### src/rtl/mem_port_arbiter_pkg.sv
// Shared types for the instr/data memory port arbiter.
package mem_port_arbiter_pkg;

  localparam int unsigned WORD_WIDTH = 32;

  typedef enum logic {
    OWNER_INSTR = 1'b0,
    OWNER_DATA  = 1'b1
  } arb_owner_e;

  typedef enum logic [1:0] {
    ARB    = 2'd0,
    LOCK_I = 2'd1,
    LOCK_D = 2'd2
  } arb_state_e;

endpackage

### src/rtl/arb_owner_fifo.sv
// Records which master issued each outstanding memory request, oldest at head.
module arb_owner_fifo
  import mem_port_arbiter_pkg::*;
#(
  parameter int unsigned DEPTH = 2
) (
  input  logic       clk_i,
  input  logic       rst_i,
  input  logic       push_i,
  input  arb_owner_e owner_i,
  input  logic       pop_i,
  output logic       full_o,
  output logic       empty_o,
  output arb_owner_e head_o
);

  localparam int unsigned PTR_W = (DEPTH > 1) ? $clog2(DEPTH) : 1;
  localparam int unsigned CNT_W = $clog2(DEPTH + 1);

  arb_owner_e       store_q [DEPTH];
  arb_owner_e       store_d [DEPTH];
  logic [PTR_W-1:0] wr_ptr_q, wr_ptr_d;
  logic [PTR_W-1:0] rd_ptr_q, rd_ptr_d;
  logic [CNT_W-1:0] count_q, count_d;
  logic             do_push, do_pop;

  function automatic logic [PTR_W-1:0] next_ptr(input logic [PTR_W-1:0] p);
    return (p == PTR_W'(DEPTH - 1)) ? '0 : p + 1'b1;
  endfunction

  assign full_o  = (count_q == CNT_W'(DEPTH));
  assign empty_o = (count_q == '0);
  assign head_o  = store_q[rd_ptr_q];
  assign do_push = push_i && !full_o;
  assign do_pop  = pop_i && !empty_o;

  always_comb begin
    store_d  = store_q;
    wr_ptr_d = wr_ptr_q;
    rd_ptr_d = rd_ptr_q;
    count_d  = count_q;
    if (do_push) begin
      store_d[wr_ptr_q] = owner_i;
      wr_ptr_d          = next_ptr(wr_ptr_q);
    end
    if (do_pop) begin
      rd_ptr_d = next_ptr(rd_ptr_q);
    end
    case ({do_push, do_pop})
      2'b10:   count_d = count_q + 1'b1;
      2'b01:   count_d = count_q - 1'b1;
      default: count_d = count_q;
    endcase
  end

  always_ff @(posedge clk_i or posedge rst_i) begin
    if (rst_i) begin
      store_q  <= '{default: OWNER_INSTR};
      wr_ptr_q <= '0;
      rd_ptr_q <= '0;
      count_q  <= '0;
    end else begin
      store_q  <= store_d;
      wr_ptr_q <= wr_ptr_d;
      rd_ptr_q <= rd_ptr_d;
      count_q  <= count_d;
    end
  end

endmodule

### src/rtl/mem_port_arbiter.sv
// Shares one memory port between instr and data masters: data priority with
// instr anti-starvation, request locking until grant, in-order response routing.
module mem_port_arbiter
  import mem_port_arbiter_pkg::*;
#(
  parameter int unsigned MAX_OUTSTANDING = 2,
  parameter int unsigned STARVE_LIMIT    = 4
) (
  input  logic                  clk_i,
  input  logic                  rst_i,
  input  logic                  instr_req_i,
  input  logic [WORD_WIDTH-1:0] instr_addr_i,
  output logic                  instr_gnt_o,
  output logic                  instr_rvalid_o,
  output logic [WORD_WIDTH-1:0] instr_rdata_o,
  input  logic                  data_req_i,
  input  logic [WORD_WIDTH-1:0] data_addr_i,
  input  logic                  data_we_i,
  input  logic [3:0]            data_be_i,
  input  logic [WORD_WIDTH-1:0] data_wdata_i,
  output logic                  data_gnt_o,
  output logic                  data_rvalid_o,
  output logic [WORD_WIDTH-1:0] data_rdata_o,
  output logic                  mem_req_o,
  output logic [WORD_WIDTH-1:0] mem_addr_o,
  output logic                  mem_we_o,
  output logic [3:0]            mem_be_o,
  output logic [WORD_WIDTH-1:0] mem_wdata_o,
  input  logic                  mem_gnt_i,
  input  logic                  mem_rvalid_i,
  input  logic [WORD_WIDTH-1:0] mem_rdata_i,
  output logic                  arb_err_o
);

  localparam int unsigned STARVE_W = $clog2(STARVE_LIMIT + 1);

  arb_state_e          state_q, state_d;
  logic [STARVE_W-1:0] starve_q, starve_d;
  logic                err_q, err_d;
  logic                sel_instr, winner_req, push, pop;
  logic                fifo_full, fifo_empty;
  arb_owner_e          head_owner;

  // A locked master keeps the port; otherwise data wins unless instr has starved.
  always_comb begin
    sel_instr = 1'b0;
    case (state_q)
      LOCK_I:  sel_instr = 1'b1;
      LOCK_D:  sel_instr = 1'b0;
      default: begin
        if (instr_req_i && data_req_i) sel_instr = (starve_q == STARVE_W'(STARVE_LIMIT));
        else                           sel_instr = instr_req_i;
      end
    endcase
  end

  assign winner_req  = sel_instr ? instr_req_i : data_req_i;
  assign mem_req_o   = winner_req && !fifo_full && !rst_i;
  assign mem_addr_o  = sel_instr ? instr_addr_i : data_addr_i;
  assign mem_we_o    = sel_instr ? 1'b0 : data_we_i;
  assign mem_be_o    = sel_instr ? 4'hF : data_be_i;
  assign mem_wdata_o = sel_instr ? '0 : data_wdata_i;

  assign push        = mem_req_o && mem_gnt_i;
  assign instr_gnt_o = push && sel_instr;
  assign data_gnt_o  = push && !sel_instr;

  assign pop            = mem_rvalid_i && !fifo_empty && !rst_i;
  assign instr_rvalid_o = pop && (head_owner == OWNER_INSTR);
  assign data_rvalid_o  = pop && (head_owner == OWNER_DATA);
  assign instr_rdata_o  = mem_rdata_i;
  assign data_rdata_o   = mem_rdata_i;
  assign arb_err_o      = err_q;

  always_comb begin
    state_d = state_q;
    case (state_q)
      ARB: begin
        if (mem_req_o && !mem_gnt_i) state_d = sel_instr ? LOCK_I : LOCK_D;
      end
      LOCK_I, LOCK_D: begin
        if (mem_gnt_i) state_d = ARB;
      end
      default: state_d = ARB;
    endcase

    starve_d = starve_q;
    if (!instr_req_i || instr_gnt_o) begin
      starve_d = '0;
    end else if (data_gnt_o && (starve_q != STARVE_W'(STARVE_LIMIT))) begin
      starve_d = starve_q + 1'b1;
    end

    err_d = err_q || (mem_rvalid_i && fifo_empty);
  end

  always_ff @(posedge clk_i or posedge rst_i) begin
    if (rst_i) begin
      state_q  <= ARB;
      starve_q <= '0;
      err_q    <= 1'b0;
    end else begin
      state_q  <= state_d;
      starve_q <= starve_d;
      err_q    <= err_d;
    end
  end

  arb_owner_fifo #(
    .DEPTH(MAX_OUTSTANDING)
  ) u_owner_fifo (
    .clk_i  (clk_i),
    .rst_i  (rst_i),
    .push_i (push),
    .owner_i(sel_instr ? OWNER_INSTR : OWNER_DATA),
    .pop_i  (pop),
    .full_o (fifo_full),
    .empty_o(fifo_empty),
    .head_o (head_owner)
  );

endmodule

### config.mk
export PLATFORM = sky130hd
export DESIGN_NAME = mem_port_arbiter
export DESIGN_NICKNAME = d
export VERILOG_FILES = /design/src/rtl/mem_port_arbiter_pkg.sv /design/src/rtl/arb_owner_fifo.sv /design/src/rtl/mem_port_arbiter.sv
export SDC_FILE = /design/constraint.sdc
export NUM_CORES = 1
export LEC_CHECK = 0
export CORE_AREA = 2 2 108 110
export CTS_CLUSTER_SIZE = 25
export DETAILED_ROUTE_END_ITERATION = 7
export DIE_AREA = 0 0 110 112
export SLEW_MARGIN = 20
export SYNTH_ARGS = -nofsm -noshare
export SYNTH_HDL_FRONTEND = slang
export SYNTH_SLANG_ARGS = --single-unit
### constraint.sdc
create_clock -name clk_i -period 5.8 [get_ports clk_i]
set_input_delay 0.87 -clock clk_i [delete_from_list [all_inputs] [get_ports clk_i]]
set_output_delay 0.87 -clock clk_i [all_outputs]
set_load 0.01 [all_outputs]
==> out/summary.txt <==
Status - completed
Fin crit period - 4.39 ns
Clock-pin transition on the worst setup and hold timing paths - 0.04 ns
Share of cells above drive strength 1 - 12.2%
Register area - 300 um^2
Largest net degree at the start of global routing - 44
Pwr/cell area - 277 nW/um^2
Drc violations - 0
DP HPWL - 6280 um
Top-area cell type share of the netlist area - 25.8%
Clk_lat worst skew - 0.24 ns
CP endpoint kind - output pin
Top FF cell, synth - dfrtp_1
Initial antenna violation count - 0
Vias in the first global route - 1,893
Slew Limit Fails - 0
Synth cell types - 34
CTS sink cnt - 12
Worst-path fanout max - 43
Async SR Flop Fraction - 100%
Layout area overhead - 84.9%
Clock buffer depth - 2
Placed instance count - 467
Avg Cell Area, Syn - 8.66 um^2
I/O Pins - 278
TritonCTS clock tree - built
Max IR drop VDD - 0.0951 mV
Slowest-stage cell, CP - o21a_2
CP startpoint kind - primary input
Grt ovf - 0
Antenna diodes - 0
Die Wd - 110 um
Port Buffers - 181
Most frequent cell after synthesis - buf_4
1st-pass router iterations - 4
Leak - 1.32 nW
Via count - 1,786
Max Clock Skew - 0.000675 ns
Critical path class - primary input to output pin
Final Instance Area - 3440 um^2
Tightest Hold Check Type - register to register
GP Congestion - 0.769
CP Cell Sequence - clkdlybuf4s50_1 -> a21boi_0 -> o21a_2 -> buf_12 -> mux2_2 -> clkdlybuf4s50_1
Sequential area share after synthesis - 16.1%
Placed inst area - 3350 um^2
Mapped Area - 1860 um^2
Required time of the critical path - 4.93 ns
F_max - 0.228 GHz
Yosys top cell by area - buf_4
Fin util - 30.8%
Iter 0 DRT Violations - 21
Synth cell count leaders - buf_4 (64), and2_1 (34), mux2_2 (32), dfrtp_1 (12), inv_1 (11)
Non-Filler Instances - 471
Ys Warns - 0
Root buf cell - clkbuf_16
Period utilization - 75.6%
Crit path DAT - 3.52 ns
Detailed-route wire length - 7180 um
Worst Max-Slew Pin Slew - 0.648 ns
CTS Buf Count - 3
Cells after Synth - 215
Wirelength per Cell - 15.2 um
Detail Route Antenna Nets - 0
Final Net Count - 473
Multi-input logic area - 1000 um^2
Slowest stage delay, CP - 0.59 ns
# setup viols final - 0
Hold buffers post-CTS - 0
Post-CTS setup buffers - 0
Relative slew slack - 56.8%
Chip height - 112 um
Htree depth - 1
Post-synth EDFFs - 0
Final hold vios - 0
Core area - 11,200 um^2
Max-Cap Viols - 0
Ranking of synthesized cells by area - buf_4 (26%), mux2_2 (19%), dfrtp_1 (16%)
Worst path bufs/invs - 3
Num rows - 39
Overall routing resource usage - 11.2%
RSZ-0062 raised after global routing - false
Top cell by count, worst path - clkdlybuf4s50_1
Fillers - 1,146
Die area - 12,300 um^2
Mapped Nets - 359
Top delay family on crit path - buffers and inverters
Initial core utilization - 16.7%
Register bit count reported by yosys - 12
CTS resizes - 0
First-pass GRT wire length - 10,700 um
Via density - 3.79
Pwr Total - 0.952 mW
Fin Setup TNS - 0 ns
[report_power, final]
| group | switching, mW | leakage [nW] | internal (mW) |
|---|---|---|---|
| sequential | 0.0258 | 0.144 | 0.113 |
| combinational | 0.274 | 1.13 | 0.397 |
| clock | 0.0382 | 0.0442 | 0.104 |
[flip-flops by register name, indices dropped and copies added (netlist names)]
name / count
u_owner_fifo.count_q: 2
arb_err_o: 1
starve_q: 3
state_q: 2
u_owner_fifo.store_q: 2
u_owner_fifo.wr_ptr_q: 1
u_owner_fifo.rd_ptr_q: 1
[final cells by class]
| type | count | area share (%) |
|---|---|---|
| repair buffers | 182 | 53.2 |
| inverters | 11 | 1.20 |
| flip-flops and latches | 12 | 8.72 |
| well taps | 143 | 5.20 |
| multi-input cells | 119 | 29.1 |
| clock buffers | 4 | 2.58 |
[layout by cell type, fill, tap and decap left out, types with 2 or more instances in the layout]
| cell type | netlist | layout |
|---|---|---|
| o2bb2ai_1 | 2 | 2 |
| and2_1 | 34 | 34 |
| a311oi_1 | 3 | 3 |
| nor2_1 | 5 | 5 |
| ha_1 | 5 | 5 |
| xnor2_1 | 5 | 5 |
| nand2b_1 | 5 | 5 |
| mux2_2 | 32 | 32 |
| inv_1 | 11 | 11 |
| mux2i_1 | 4 | 4 |
| clkdlybuf4s50_1 | 0 | 181 |
| nand2_1 | 3 | 3 |
| dfrtp_1 | 12 | 12 |
| mux2_1 | 2 | 2 |
| nand3_1 | 2 | 2 |
| clkbuf_16 | 0 | 3 |
[layer usage]
layer	wire (um)	vias to the layer above	share of wire [%]	global-route usage, %
met5	0	-	0	0
met2	3670	87	51	18.9
met1	2820	806	39	13.7
met4	199	0	2.8	4.47
met3	490	24	6.8	2.34
li1	-	869	-	-
[worst paths after layout]
| path | startpoint | end | slack (ns) | depth (start not counted) |
|---|---|---|---|---|
| setup / recovery | data_req_i | mem_addr_o[5] | 1.41 | 6 |
| hold / removal | arb_err_o$_DFF_PP0_ | arb_err_o$_DFF_PP0_ | 0.46 | 1 |
| setup reg to reg | state_q[0]$_DFFE_PP0P_ | u_owner_fifo.count_q[1]$_DFFE_PP0P_ | 3.24 | 8 |
| hold reg to reg | arb_err_o$_DFF_PP0_ | arb_err_o$_DFF_PP0_ | 0.46 | 1 |
| max in group asynchronous | rst_i | arb_err_o$_DFF_PP0_ | 4.38 | 2 |
| min in group asynchronous | rst_i | starve_q[2]$_DFFE_PP0P_ | 1.09 | 2 |
[cells by family after synthesis]
logic type / after synthesis / synth area share, %
buf+inv: 84 / 30.1
simple gates: 55 / 17.6
mux: 38 / 22.7
compound gates: 15 / 7.26
flops: 12 / 16.1
xor+xnor: 6 / 2.82
fa+ha+maj: 5 / 3.36
[through the flow]
stage                     hold WS, ns  worst slack (ns)
after global routing            0.485              1.19
after global placement          0.443              1.40
after detailed placement        0.447              1.38
after floorplan                 0.456              2.91
after CTS                       0.460              1.37
final                           0.456              1.41
No activity file was read; power rests on OpenSTA's default activity.
